===== config.mk =====
export PLATFORM = sky130hd
export DESIGN_NAME = accumulator_drain
export DESIGN_NICKNAME = d
export VERILOG_FILES = /design/src/rtl/accumulator_drain.sv
export SDC_FILE = /design/constraint.sdc
export NUM_CORES = 1
export LEC_CHECK = 0
export BUFFER_PORTS_ARGS = -buffer_cell sky130_fd_sc_hd__clkbuf_2
export CORE_UTILIZATION = 30
export CTS_CLUSTER_SIZE = 40
export DETAILED_ROUTE_END_ITERATION = 16
export GPL_ROUTABILITY_DRIVEN = 0
export GPL_TIMING_DRIVEN = 0
export PLACE_DENSITY = 0.63
export SYNTH_ARGS = -nofsm -noshare
export SYNTH_HDL_FRONTEND = slang
export SYNTH_SLANG_ARGS = --single-unit

===== constraint.sdc =====
create_clock -name clk -period 1.9 [get_ports clk]
set_input_delay 0.19 -clock clk [delete_from_list [all_inputs] [get_ports clk]]
set_output_delay 0.19 -clock clk [all_outputs]
set_load 0.05 [all_outputs]

===== src/rtl/accumulator_drain.sv =====
// Drains the back-buffer banks entry by entry onto a valid/ready stream, one packed word per entry.
// Optional per-lane ReLU post-processing is enabled by defining ACCUMULATOR_DRAIN_RELU_EN.
module accumulator_drain #(
  parameter int unsigned BUFFER_WIDTH           = 8,
  parameter int unsigned SMALLEST_ELEMENT_WIDTH = 4,
  localparam int unsigned W  = 4 * SMALLEST_ELEMENT_WIDTH,
  localparam int unsigned AW = $clog2(BUFFER_WIDTH)
) (
  input  logic          clk,
  input  logic          reset,
  input  logic          start,
  input  logic [1:0]    bitwidth,
  output logic [AW-1:0] back_buffer_bank_entry,
  input  logic [W-1:0]  back_buffer_data_read,
  output logic [W-1:0]  out_data,
  output logic          out_valid,
  input  logic          out_ready,
  output logic          out_last,
  output logic          busy,
  output logic          done
);

  localparam int unsigned Sew = SMALLEST_ELEMENT_WIDTH;

  typedef enum logic [1:0] {StIdle, StDrain, StFlush} state_e;

  state_e        state_q, state_d;
  logic [AW-1:0] cnt_q, cnt_d;
  logic [1:0]    mode_q, mode_d;
  logic [W-1:0]  data_d;
  logic          valid_d, last_d, done_d;
  logic          load, cnt_max;
  logic [W-1:0]  proc;

  // A new word may enter the output register when it is empty or being taken this cycle.
  assign load    = !out_valid || out_ready;
  assign cnt_max = (cnt_q == AW'(BUFFER_WIDTH - 1));

`ifdef ACCUMULATOR_DRAIN_RELU_EN
  always_comb begin
    proc = back_buffer_data_read;
    case (mode_q)
      2'd0: begin
        for (int i = 0; i < 4; i++) begin
          if (back_buffer_data_read[(i+1)*Sew-1]) proc[i*Sew +: Sew] = '0;
        end
      end
      2'd1: begin
        for (int i = 0; i < 2; i++) begin
          if (back_buffer_data_read[(i+1)*2*Sew-1]) proc[i*2*Sew +: 2*Sew] = '0;
        end
      end
      default: begin
        if (back_buffer_data_read[W-1]) proc = '0;
      end
    endcase
  end
`else
  logic unused_mode;
  assign unused_mode = ^mode_q;
  assign proc        = back_buffer_data_read;
`endif

  always_ff @(posedge clk or posedge reset) begin
    if (reset) begin
      state_q <= StIdle;
    end else begin
      state_q <= state_d;
    end
  end

  always_comb begin
    state_d = state_q;
    unique case (state_q)
      StIdle:  if (start) state_d = StDrain;
      StDrain: if (load && cnt_max) state_d = StFlush;
      StFlush: if (out_valid && out_ready) state_d = StIdle;
      default: state_d = StIdle;
    endcase
  end

  always_comb begin
    cnt_d   = cnt_q;
    mode_d  = mode_q;
    data_d  = out_data;
    valid_d = out_valid;
    last_d  = out_last;
    done_d  = 1'b0;
    unique case (state_q)
      StIdle: begin
        if (start) begin
          mode_d = bitwidth;
          cnt_d  = '0;
        end
      end
      StDrain: begin
        if (load) begin
          data_d  = proc;
          valid_d = 1'b1;
          last_d  = cnt_max;
          cnt_d   = cnt_q + 1'b1;  // wraps to 0 after the last entry
        end
      end
      StFlush: begin
        if (out_valid && out_ready) begin
          valid_d = 1'b0;
          last_d  = 1'b0;
          done_d  = 1'b1;
        end
      end
      default: ;
    endcase
  end

  assign back_buffer_bank_entry = (state_q == StDrain) ? cnt_q : '0;

  always_ff @(posedge clk or posedge reset) begin
    if (reset) begin
      cnt_q     <= '0;
      mode_q    <= '0;
      out_data  <= '0;
      out_valid <= 1'b0;
      out_last  <= 1'b0;
      busy      <= 1'b0;
      done      <= 1'b0;
    end else begin
      cnt_q     <= cnt_d;
      mode_q    <= mode_d;
      out_data  <= data_d;
      out_valid <= valid_d;
      out_last  <= last_d;
      busy      <= (state_d != StIdle);
      done      <= done_d;
    end
  end

endmodule


==> results.toml, run 1 <==
[logic_synthesis]
syn-cell-area_mm2 = 0.00109
syn-instance-count = 74
yosysTopAreaCell = "dfrtp_1"
yosys_register_bits = 25
ys.flop_type = "dfrtp_1"
syn_avg_cell_area_um2 = 14.7
synth_cell_types = 24
synth_async_sr_flop_share_pct = 100
synth_edf_count = 0
synth_top_area_share_pct = 57.5
syn_nets = 98
ys_warn_count = 0
synth_seq_area_share_pct = 57.5
synthTopCellsByArea = "dfrtp_1, mux2_2, mux2_4"
synth_common_cells = "dfrtp_1, mux2_2, mux2_4"
synth_most_common_cell = "dfrtp_1"

[pwr]
cellInternalPower_uw = 1210
p_leak_uw = 0.000717
p_sw_uw = 1100
clkPwrFrac_pct = 10.1
switching_share_pct = 47.6
pwr-share-comb_pct = 55.2
peakVddDrop_mv = 0.766
power_density_mw_per_mm2 = 1670
p_seq_share_pct = 34.7

[grt]
grt_antenna_before_repair = 0
grt_usage_pct = 11.1
grt_pass1_wl_um = 3390
grt_pass1_vias = 756
grt_start_max_net_pins = 26
globalRoute.totalOverflow = 0

[run_status]
status = "complete, no violations"

[routing]
wl_um = 1920
postRouteAntennaNets = 0
avgViaCountPerCell = 4.44
vias = 737
dr.pass1.iters = 4
wl_per_cell_um = 11.6
drt-initial-drc-count = 14
drc = 0

[finish]
drive_gt1_share_pct = 57.5
areaGrowthSynthToFinish_pct = 27.2
fin_nets = 145
multiInputGateArea_um2 = 404
antennaDiodeCount = 0
fill_cells = 341
ff_latch_area_um2 = 626
postLayoutCellArea_mm2 = 0.00138

[clock_tree]
clkTransAtPathRegs_ns = 0.13
insertion_delay_ns = 0.31
htree_levels = 1
root_buffer = "clkbuf_4"
cts_sinks = 25
postCtsHoldBufs = 0
ctsResizeCount = 0
cts_buffers = 3
cts_buffer_depth = 2
post_cts_buffers = 0
cts_tree = "yes"

[min_path]
hp-class = "in -> async"

[placed_design]
portBuffers = 42
place_area_mm2 = 0.00136
dp_hpwl_um = 1460
preCtsSetupSlack_ns = 0.364

[flow_run]
cap_violations = 0

[setup_path]
critPathMaxFanout = 9
required_ns = 1.71
cp.arrival_ns = 1.44
critPathLaunchType = "register"
endpoint_kind = "primary output"
worstSetupPathType = "reg -> out"

[floorplan]
die_h_um = 62.2
start_util_pct = 31.8
rows = 21
ioPinCount = 45
die_area_mm2 = 0.00387
core_area_mm2 = 0.00342
die_w_um = 62.2

[sta]
relSlewSlack_pct = 39.3
rsz0062_at_grt = "false"
fmax_mhz = 615
tns_ns = 0
hold_viol = 0
setup_viol = 0
drv_slew = 0
tightestPinTransition_ns = 0.910
setup_slack_ns = 0.274
period_needed_ns = 1.63
clock_skew_ns = 0.00150
period_share_pct = 85.6
power by group through the flow:
stage                     registers [µW]  clock network, µW  logic [µW]
final                                801                232        1270
after global routing                 831                258        1340
after CTS                            804                246        1290
after detailed placement             815                  0        1280
after global placement               804                  0        1270
after floorplan                     1270                  0         565
worst max-delay path, cell delays in order (launching register included):
cell and delay (ns):
dfrtp_1 0.43, nor2b_4 0.17, buf_6 0.13, and2_1 0.13
clkbuf_2 0.27
per-stage QoR:
stage               total power [µW]  instances  hold slack, ns  utilization, %
floorplan                       1830         74           0.217               -
global placement                2070        162           0.397            39.7
detailed placement              2100        162           0.425            39.7
CTS                             2340        166          0.0641            40.5
global route                    2430        166          0.0804            40.5
finish                          2310        166          0.0305            40.5
cell families (layout without fill, tap and decap cells):
| kind of cell | Yosys count | after routing | share of synthesized area [%] |
|---|---|---|---|
| fa+ha+maj | 2 | 2 | 2.30 |
| simple gates | 12 | 12 | 7.60 |
| flops | 25 | 25 | 57.5 |
| compound gates | 11 | 11 | 7.25 |
| mux | 17 | 17 | 20.0 |
| buf+inv | 7 | 53 | 5.29 |
worst paths after layout:
check / to / depth (start not counted) / slack, ns / from
min in group clk: out_data[9] / 2 / 0.09 / back_buffer_data_read[9]
max reg2reg: out_data[7] / 6 / 0.35 / state_q[0]
max: back_buffer_bank_entry[2] / 4 / 0.27 / state_q[0]
min reg2reg: out_data[15] / 1 / 0.52 / out_data[15]
min: out_data[9] / 2 / 0.03 / reset
max in group asynchronous: state_q[0] / 2 / 1.32 / reset
state kept, by name, indices dropped and copies added (netlist names):
signal / flops
out_data: 16
cnt_q: 3
state_q: 2
busy: 1
done: 1
out_last: 1
out_valid: 1
cells in the final DEF, fill, tap and decap left out, drive strengths merged:
cell	instances
nand2b	1
clkinv	1
clkbuf	45
a22o	3
nor2b	1
inv	4
and3	2
o21ai	1
a31o	1
buf	3
and2b	1
o21bai	1
nand2	1
and2	4
nor2	1
a211oi	1
ha	2
a31oi	1
nand3b	1
a21oi	2
o211ai	1
mux2	17
dfrtp	25
final cells by class:
type	count	share of cell area, %
flip-flops and latches	25	45.2
multi-input cells	42	29.2
repair buffers	42	15.2
well taps	46	4.16
plain buffers	3	3.08
clock buffers	3	1.63
inverters	4	1.09
clock inverters	1	0.362
metal layers:
metal | track usage (%) | part of all wire [%] | vias up
li1 | - | - | 350
met1 | 14.3 | 48 | 352
met2 | 18.0 | 46 | 33
met3 | 1.65 | 4.6 | 2
met4 | 6.10 | 0.89 | 0
met5 | 0 | 0 | -
(Power assumes the default switching activity.)
==> run 2: changes to the inputs <==
--- a/config.mk
+++ b/config.mk
@@ -5,6 +5,7 @@
 export SDC_FILE = /design/constraint.sdc
 export NUM_CORES = 1
 export LEC_CHECK = 0
+export ABC_AREA = 1
 export BUFFER_PORTS_ARGS = -buffer_cell sky130_fd_sc_hd__clkbuf_2
 export CORE_UTILIZATION = 30
 export CTS_CLUSTER_SIZE = 40
==> results.toml, run 2 <==
[finish]
largest_reg_flops = 16
areaGrowthSynthToFinish_pct = 27.4
fin_nets = 195
final_cell_mix = "nand2_1, clkbuf_2, dfrtp_1"
layout_commonest_cell = "nand2_1"
reg_top3 = "out_data: 16 flops, cnt_q: 3 flops, state_q: 2 flops"
antennaDiodeCount = 0
fill_cells = 358
drive_gt1_share_pct = 32.4
regMostFlops = "out_data"

[placed_design]
portBuffers = 42
preCtsSetupSlack_ns = 0.637
dp_hpwl_um = 1530

[sta]
setup_slack_ns = 0.292
clock_skew_ns = 0.00685
rsz0062_at_grt = "false"
relSlewSlack_pct = 37.7
setup_viol = 0
drv_slew = 0
tns_ns = 0
tightestPinTransition_ns = 0.934
whs_ns = 0.0492
period_share_pct = 84.6
period_needed_ns = 1.61
hold_viol = 0
fmax_mhz = 622

[logic_synthesis]
synth_top_area_share_pct = 58.3
syn_nets = 148
syn-instance-count = 124
synth_edf_count = 0
synth_async_sr_flop_share_pct = 100
ys.flop_type = "dfrtp_1"
ys_warn_count = 0
yosys_register_bits = 25
synth_common_cells = "nand2_1, dfrtp_1, inv_1"
synth_seq_area_share_pct = 58.3
synthTopCellsByArea = "dfrtp_1, nand2_1, inv_1"
syn-cell-area_mm2 = 0.00107
synth_most_common_cell = "nand2_1"
syn_avg_cell_area_um2 = 8.65
yosysTopAreaCell = "dfrtp_1"
synth_cell_types = 13

[pwr]
switching_share_pct = 50.1
peakVddDrop_mv = 0.779
p_leak_uw = 0.000822
p_sw_uw = 992
p_seq_share_pct = 38.2
clkPwrFrac_pct = 11.4
power_density_mw_per_mm2 = 1450
cellInternalPower_uw = 987
pwr-share-comb_pct = 50.3

[setup_path]
required_ns = 1.71
critPathLaunchType = "register"
cp.arrival_ns = 1.42
path_cells = "inv_1, nand2_1, nor2_1, clkbuf_2"
worstSetupPathType = "reg -> out"
endpoint_kind = "primary output"
path_delay_family = "flip-flops"
cpMaxStageDelayCell = "dfrtp_1"
cpPeakStageDelay_ns = 0.44
critPathMaxFanout = 5
crit_buf_inv = 2

[routing]
drt-initial-drc-count = 40
avgViaCountPerCell = 4.06
vias = 876
wl_per_cell_um = 9.26
drc = 0
postRouteAntennaNets = 0
wl_um = 2000
dr.pass1.iters = 4

[grt]
grt_pass1_vias = 662
grt_usage_pct = 10.6
globalRoute.totalOverflow = 0
grt_pass1_wl_um = 2950
grt_antenna_before_repair = 0
grt_start_max_net_pins = 26

[floorplan]
rows = 21
core_area_mm2 = 0.00339
die_h_um = 61.8
start_util_pct = 31.6
die_w_um = 61.8
ioPinCount = 45
die_area_mm2 = 0.00382

[flow_run]
cap_violations = 0

[clock_tree]
cts_buffers = 3
htree_levels = 1
cts_buffer_depth = 2
postCtsHoldBufs = 0
post_cts_buffers = 0
cts_sinks = 25
ctsResizeCount = 0
cts_tree = "yes"
root_buffer = "clkbuf_4"
clkTransAtPathRegs_ns = 0.13
insertion_delay_ns = 0.31

[run_status]
status = "complete, no violations"

[min_path]
hp-class = "in -> async"
## run 2: cell types whose count changed after synthesis, sizes merged, moves of 3 or more
| cell | previous run | this run |
|---|---|---|
| nand2 | 1 | 74 |
| nor2 | 1 | 6 |
| mux2 | 17 | 0 |
| nand3 | 0 | 4 |
| a22o | 3 | 0 |
| and2 | 4 | 0 |
| inv | 4 | 11 |
## run 2: final timing paths
path	slack [ns]	startpoint	end	cells past startpoint
hold / removal	0.05	reset	out_data[14]	2
min in group clk	0.06	back_buffer_data_read[15]	out_data[15]	3
setup reg to reg	0.69	cnt_q[0]	busy	6
hold reg to reg	0.49	out_data[9]	out_data[9]	2
max in group asynchronous	1.28	reset	out_data[7]	2
setup / recovery	0.29	state_q[1]	back_buffer_bank_entry[2]	4
## run 2: stage by stage
stage / instances / utilization [%] / total power [µW] / cell area (µm²)
floorplan: 124 / - / 1550 / 1070
global placement: 212 / 39.5 / 1770 / 1340
detailed placement: 212 / 39.5 / 1770 / 1340
CTS: 216 / 40.3 / 2010 / 1370
global route: 216 / 40.3 / 2120 / 1370
finish: 216 / 40.3 / 1980 / 1370
## run 2: power by group through the flow
stage	logic (µW)	registers [µW]	clock network, µW
after floorplan	420	1130	0
after global placement	1000	764	0
after detailed placement	1010	769	0
after global routing	1080	774	270
final	996	757	226
after CTS	1010	757	244
## run 2: kinds of logic (layout without fill, tap and decap cells)
group / Yosys count / in the layout / share of synthesized area, %
simple gates: 84 / 84 / 32.2
flops: 25 / 25 / 58.3
buf+inv: 13 / 59 / 7.12
fa+ha+maj: 2 / 2 / 2.33
## run 2: metal layers
metal	track usage, %	vias to the layer above	wire (µm)
li1	-	461	-
met1	14.7	380	1020
met2	16.0	33	832
met3	2.28	2	143
met4	4.76	0	6
met5	0	-	0
## run 2: final cells by class
cell class              count  area, µm²  share of cell area (%)
well taps                  46       57.6                    4.21
repair buffers             42        210                    15.4
plain buffers               2       27.5                    2.01
clock buffers               4       26.3                    1.92
inverters                  11       48.8                    3.57
flip-flops and latches     25        626                    45.8
multi-input cells          86        370                    27.1
